`config.mk`:
```
export PLATFORM = sky130hd
export DESIGN_NAME = att_lookup_sequencer
export DESIGN_NICKNAME = d
export VERILOG_FILES = /design/src/rtl/att_lookup_sequencer_pkg.sv /design/src/rtl/att_lookup_sequencer_lowest.sv /design/src/rtl/att_lookup_sequencer.sv
export SDC_FILE = /design/constraint.sdc
export NUM_CORES = 1
export LEC_CHECK = 0
export ABC_AREA = 1
export CAP_MARGIN = 20
export CORE_UTILIZATION = 40
export CTS_BUF_LIST = sky130_fd_sc_hd__clkbuf_4
export CTS_CLUSTER_SIZE = 20
export DETAILED_ROUTE_END_ITERATION = 7
export PLACE_DENSITY = 0.67
export SKIP_LAST_GASP = 1
export SLEW_MARGIN = 0
export SYNTH_ARGS = -nofsm -noshare
export SYNTH_HDL_FRONTEND = slang
export SYNTH_SLANG_ARGS = --single-unit
```
`constraint.sdc`:
```
create_clock -name clk_i -period 3.84 [get_ports clk_i]
set_input_delay 0.768 -clock clk_i [delete_from_list [all_inputs] [get_ports clk_i]]
set_output_delay 0.768 -clock clk_i [all_outputs]
set_load 0.01 [all_outputs]
```
`src/rtl/att_lookup_sequencer_pkg.sv`:
```
// Shared types and helpers for the address translation table reader and its mask walkers.
package att_lookup_sequencer_pkg;

  typedef enum logic [1:0] {
    ST_IDLE  = 2'd0,
    ST_READ  = 2'd1,
    ST_LATCH = 2'd2,
    ST_EMIT  = 2'd3
  } att_state_t;

  localparam int ATT_CLAUSE_COUNT   = 20;
  localparam int ATT_LIT_ADDR_WIDTH = 12;
  localparam int ATT_CT_ADDR_WIDTH  = 11;
  localparam int ATT_ENTRY_WIDTH    = ATT_CT_ADDR_WIDTH + ATT_CLAUSE_COUNT;

  typedef logic [ATT_ENTRY_WIDTH-1:0] att_entry_t;

  // Slot index width; a single-slot mask still needs a one-bit index.
  function automatic int att_slot_width(input int n);
    return (n <= 1) ? 1 : $clog2(n);
  endfunction

  // Table entries hold the mask in the low bits and the clause base address above it.
  function automatic logic [ATT_CLAUSE_COUNT-1:0] att_entry_mask(input att_entry_t e);
    return e[ATT_CLAUSE_COUNT-1:0];
  endfunction

  function automatic logic [ATT_CT_ADDR_WIDTH-1:0] att_entry_addr(input att_entry_t e);
    return e[ATT_ENTRY_WIDTH-1:ATT_CLAUSE_COUNT];
  endfunction

  function automatic att_entry_t att_pack_entry(input logic [ATT_CT_ADDR_WIDTH-1:0] addr,
                                                input logic [ATT_CLAUSE_COUNT-1:0] mask);
    return {addr, mask};
  endfunction

endpackage

```
`src/rtl/att_lookup_sequencer_lowest.sv`:
```
// Combinational priority encoder: index of the lowest set bit, plus an any-set flag.
module att_lowest_set_index #(
  parameter int WIDTH = 20,
  parameter int IDX_W = 5
) (
  input  logic [WIDTH-1:0] mask_i,
  output logic [IDX_W-1:0] index_o,
  output logic             any_o
);

  always_comb begin
    index_o = '0;
    any_o   = |mask_i;
    // Scan downward so the lowest set bit is the last to overwrite the index.
    for (int i = WIDTH - 1; i >= 0; i--) begin
      if (mask_i[i]) begin
        index_o = IDX_W'(i);
      end
    end
  end

endmodule

```
`src/rtl/att_lookup_sequencer.sv`:
```
// Reads one table entry per literal request and walks its clause mask, lowest slot first.
module att_lookup_sequencer
  import att_lookup_sequencer_pkg::*;
#(
  parameter int  CLAUSE_COUNT               = ATT_CLAUSE_COUNT,
  parameter int  LITERAL_ADDRESS_WIDTH      = ATT_LIT_ADDR_WIDTH,
  parameter int  CLAUSE_TABLE_ADDRESS_WIDTH = ATT_CT_ADDR_WIDTH,
  localparam int SLOT_WIDTH                 = att_slot_width(CLAUSE_COUNT)
) (
  input  logic                                  clk_i,
  input  logic                                  rst_i,
  input  logic                                  lit_valid_i,
  output logic                                  lit_ready_o,
  input  logic [LITERAL_ADDRESS_WIDTH-2:0]      lit_addr_i,
  output logic [LITERAL_ADDRESS_WIDTH-2:0]      att_rd_addr_o,
  input  logic [CLAUSE_TABLE_ADDRESS_WIDTH-1:0] att_addr_i,
  input  logic [CLAUSE_COUNT-1:0]               att_mask_i,
  output logic                                  clause_valid_o,
  input  logic                                  clause_ready_i,
  output logic [CLAUSE_TABLE_ADDRESS_WIDTH-1:0] clause_addr_o,
  output logic [SLOT_WIDTH-1:0]                 clause_slot_o,
  output logic                                  done_o
);

  att_state_t                            state_q, state_d;
  logic [LITERAL_ADDRESS_WIDTH-2:0]      rd_addr_q, rd_addr_d;
  logic [CLAUSE_TABLE_ADDRESS_WIDTH-1:0] base_q, base_d;
  logic [CLAUSE_COUNT-1:0]               mask_q, mask_d;
  logic                                  done_q, done_d;

  logic [SLOT_WIDTH-1:0]   low_slot;
  logic                    mask_any;
  logic [CLAUSE_COUNT-1:0] mask_rest;
  logic                    emit_active;
  logic                    last_beat;

  att_lowest_set_index #(
    .WIDTH (CLAUSE_COUNT),
    .IDX_W (SLOT_WIDTH)
  ) u_lowest (
    .mask_i  (mask_q),
    .index_o (low_slot),
    .any_o   (mask_any)
  );

  // Clearing the lowest set bit is the classic m & (m - 1).
  assign mask_rest   = mask_q & (mask_q - CLAUSE_COUNT'(1));
  assign emit_active = (state_q == ST_EMIT) && mask_any;
  assign last_beat   = emit_active && clause_ready_i && (mask_rest == '0);

  always_comb begin
    state_d   = state_q;
    rd_addr_d = rd_addr_q;
    base_d    = base_q;
    mask_d    = mask_q;
    done_d    = 1'b0;
    unique case (state_q)
      ST_IDLE: begin
        if (lit_valid_i) begin
          rd_addr_d = lit_addr_i;
          state_d   = ST_READ;
        end
      end
      ST_READ: begin
        state_d = ST_LATCH;
      end
      ST_LATCH: begin
        base_d = att_addr_i;
        mask_d = att_mask_i;
        if (att_mask_i != '0) begin
          state_d = ST_EMIT;
        end else begin
          // Empty entry: nothing to emit, completion is flagged next cycle.
          done_d  = 1'b1;
          state_d = ST_IDLE;
        end
      end
      ST_EMIT: begin
        if (clause_ready_i) begin
          mask_d = mask_rest;
          if (mask_rest == '0) begin
            state_d = ST_IDLE;
          end
        end
      end
      default: state_d = ST_IDLE;
    endcase
  end

  always_ff @(posedge clk_i) begin
    if (rst_i) begin
      state_q   <= ST_IDLE;
      rd_addr_q <= '0;
      base_q    <= '0;
      mask_q    <= '0;
      done_q    <= 1'b0;
    end else begin
      state_q   <= state_d;
      rd_addr_q <= rd_addr_d;
      base_q    <= base_d;
      mask_q    <= mask_d;
      done_q    <= done_d;
    end
  end

  assign lit_ready_o    = (state_q == ST_IDLE);
  assign att_rd_addr_o  = rd_addr_q;
  assign clause_valid_o = emit_active;
  assign clause_addr_o  = emit_active ? base_q : '0;
  assign clause_slot_o  = emit_active ? low_slot : '0;
  assign done_o         = done_q | last_beat;

endmodule

```
### Yosys cells after proc, flatten, opt, wreduce, memory -nomap -nowiden

Index checks and enable logic that the tools add are counted.

| word-level totals | value |
|---|---|
| input bits | 46 |
| logic and storage cells | 57 |
| register bits | 45 |
| output and inout port bits | 30 |

| operators by class | value |
|---|---|
| reduce and logical (&&, ||, !) cells | 12 |
| bitwise operators | 3 |
| mux-type cells | 30 |
| add/subtract/negate cells | 1 |
| eq/ne operators | 6 |

Operators by type and width:

| operator | count |
|---|---|
| $mux W5 | 21 |
| $pmux W20 S2 | 1 |
| $and A20 B20 Y20 | 1 |
| $logic_not A20 Y1 | 1 |
| $mux W20 | 1 |
| $reduce_bool A20 Y1 | 1 |
| $reduce_or A20 Y1 | 1 |
| $sub A20 B1 Y20 const B | 1 |
| $mux W11 | 1 |
| $mux W2 | 4 |
| $pmux W2 S4 | 1 |
| $eq A2 B2 Y1 const B | 2 |
| $ne A2 B2 Y1 const B | 2 |
| $reduce_and A2 Y1 | 2 |
| $logic_and A1 B1 Y1 | 3 |
| $reduce_and A3 Y1 | 1 |
| $eq A2 B1 Y1 const B | 1 |
| $logic_not A2 Y1 | 1 |
| $ne A2 B1 Y1 const B | 1 |
| $reduce_bool A2 Y1 | 1 |
| $reduce_or A2 Y1 | 1 |
| $mux W1 | 1 |
| $not A1 Y1 | 1 |
| $or A1 B1 Y1 | 1 |

### Depth between registers and ports, before layout

| depth | value |
|---|---|
| depth in word-level cells | 21 |
| gate-level depth with buffers | 19 |

### Hierarchy

From an unflattened synthesis, not the netlist that was laid out.

| second synthesis, totals | value |
|---|---|
| cells, all modules | 411 |
| area, all modules | 2541.2 sq um |

By module, submodules not included:

| module | area an instance (sq um) | instances | sequential area each (sq um) | cells an instance |
|---|---|---|---|---|
| att_lookup_sequencer | 2262.2 | 1 | 900.9 | 347 |
| att_lowest_set_index | 279.0 | 1 | 0.0 | 64 |

### Worst setup path after synthesis

Ideal clock, no wire load.

| timing | value |
|---|---|
| path type | input -> output |
| start | in clause_ready_i |
| end | out done_o |
| stages on the path | 6 |
| arrival time | 1.579 ns |
| buffers on the path | 0 |
| data required time | 3.072 ns |
| setup slack | 1.493 ns |
| cells stage by stage | o21ai_0 -> nor4_1 -> nand4_1 -> nor2_1 -> nand4_1 -> o21bai_1 |

| on the way | value |
|---|---|
| cells in the longest elaborated chain, start to end | 3 |

RTL lines:

| element | line | RTL |
|---|---|---|
| from (decl) | att_lookup_sequencer.sv:19 | `input logic clause_ready_i,` |
| $logic_and A1 B1 Y1 (2 in series) | att_lookup_sequencer.sv:49 | `assign last_beat = emit_active && clause_ready_i && (mask_rest == '0);` |
| $or A1 B1 Y1 | att_lookup_sequencer.sv:111 | `assign done_o = done_q \| last_beat;` |
| to (decl) | att_lookup_sequencer.sv:22 | `output logic done_o` |

Every way passes these cells.

### Final worst setup path

Ends and elaborated chain as after synthesis.

==> metrics <==
Fin. Hold Viols 0; DRC 0; largest family of logic cells by synthesized area simple AND/OR/NAND/NOR gates; final slew viol count 0; maximum fanout along the worst path 2; CP peak stage delay 0.58 ns; Detailed Routing Iterations Pass 1 4; Layout Skew 0.009029 ns; adder-cell share of the synthesized area 0%; worst hold-check path type register to register; gr ovfl total 0; # IOs 76; DRT antenna net count 0; Final period util 93.14%; Post-synth top cells nand2_1 (57), o21ai_0 (52), dfxtp_1 (45); status finished clean; WP data required 3.07 ns; simple-gate share of the synthesized area 26.19%; WL per Instance 12.70 µm; sequential area share after synthesis 38.88%; Synth area leaders dfxtp_1 (39%), o21ai_0 (11%), nand2_1 (9.2%); Rows 27; largest net degree at the start of global routing 40; n_diodes 0; post-synth top area cell dfxtp_1; fmax 279.6 MHz; die area 6101 µm²; flip-flop cell with the highest count after synthesis dfxtp_1; Synth Register Bits 45; post-route setup TNS 0 ns; share of cells above drive strength 1 6.731%; Num CTS Buffers 5; RD Place Congestion 0.8539; CTS Sinks 45; CTS tree built; Initial Util 41.82%; Worst-Margin Slew 1.027 ns; Synthesis Warnings 0; Critical Setup Path Class input port to primary output; register clock-pin slew on the reported worst setup and hold paths 0.13 ns; crit-path cells clkdlybuf4s50_1, o21ai_0, nor4_1, nand4_1, nor2_1, nand4_1, o21bai_1, clkdlybuf4s50_1; pre-CTS setup slack 0.2858 ns; Layout area overhead 37.31%; Nets 462; Worst Setup Start Kind input port; critical path data arrival time 2.81 ns; Setup Viol. Count Final 0; H-tree Lvls 2; multiplexer share of the synthesized area 0%; Total GRT Usage 21.02%; Slew headroom 31.36%; slowest cell on the critical path clkdlybuf4s50_1; most common cell in the netlist nand2_1; number of vias per cell 5.037; Mapped Area 2317 µm²; syn_nets 394; IR drop worst, VDD 322.9 µV; Starting DRT DRC Count 82; asr flop ratio synth 0%; Max Cap Viol 0; Die Width 78.11 µm; clk_lat worst skew 0.35 ns; EDFF count, synth 0; minimum clock period 3.576 ns; Clock Path Buffers 2; Pwr per Cell Area 502.2 nW/µm²; chip height 78.11 µm; Pwr Total 1.598 mW; Setup Buffers After CTS 0; first-pass GRT wire length 10.29 mm; xor/xnor cell area share of the yosys netlist 0%; Setup crit end kind primary output; complex-gate fraction of the synthesized area 24.89%; count of different cell masters after synthesis 27; hold buffers post-CTS 0; vias in the first global route 2267; post-DP HPWL 4.560 mm; unrepaired setup endpoints after global routing false; P_leak 1.279 nW; initial antenna violation count 0; post_cts resized 0; fin util 57.43%; clock root buffer clkbuf_4; syn avg cell area 6.659 µm²; area share of the largest cell type after synthesis 38.88%; fin worst setup slack 0.2636 ns; core area 5540 µm²; final wirelength 6.199 mm; via count 2458; Cells after Synth 348; hold_ws 0.4629 ns; IO buf count 75
through the flow:
step                      instances  area (µm²)
final                           488        3182
after global routing            488        3182
after CTS                       488        3182
after detailed placement        481        3109
after global placement          481        3109
after floorplan                 348        2317
worst paths after layout:
| path | startpoint | endpoint | depth (start not counted) | slack [ns] |
|---|---|---|---|---|
| max | clause_ready_i | done_o | 8 | 0.26 |
| min | base_q[7] | base_q[7] | 2 | 0.46 |
| max reg2reg | state_q[0] | mask_q[9] | 6 | 1.25 |
| min reg2reg | base_q[7] | base_q[7] | 2 | 0.46 |
power breakdown:
group / internal, mW / switching [mW]
logic: 0.271 / 0.422
clock network: 0.133 / 0.153
registers: 0.555 / 0.0642
kinds of logic after synthesis:
logic type | Yosys count
flops | 45
buf+inv | 61
simple gates | 133
compound gates | 109
layer usage:
layer	GRT usage [%]	wire (µm)
met1	27.04	2964
met2	35.00	2841
met4	6.296	108
met5	0	0
met3	4.651	285
cell type report:
type | instances | area (µm²)
inverter | 45 | 168.9
sequential | 45 | 900.9
fill | 567 | 2359
clock buffer | 5 | 37.54
clock inverter | 2 | 35.03
multi-input combinational | 242 | 1184
timing repair buffer | 77 | 765.7
tap | 72 | 90.09
flip-flops by register name, summed over array words and instances (netlist names):
name           flops
mask_q            20
att_rd_addr_o     11
base_q            11
state_q            2
done_q             1
worst max-delay path, delay by kind of cell:
| kind | cells | cell delay (ns) |
|---|---|---|
| buf+inv | 2 | 1.08 |
| compound gates | 2 | 0.24 |
| simple gates | 4 | 0.72 |
cell usage in the layout (no fill, tap or decap):
master and instances:
nor2_8 1, nand3_1 3, a31oi_1 5, nand4_1 3
clkbuf_4 5, nand2_1 57, a21oi_1 37, o21bai_1 1
inv_2 4, o21ai_2 2, nand2_4 1, or2_2 1
dfxtp_1 45, o22ai_1 8, o21ai_1 2, nor2_1 44
o211ai_1 2, nor4_1 6, nor2_4 4, o21ai_0 52
bufinv_16 1, clkinv_2 1, buf_4 2, inv_1 41
and3_1 1, nand2_2 5, nor2_2 1, nor3_1 6
clkdlybuf4s50_1 75
No activity file was read; power rests on OpenSTA's default activity.
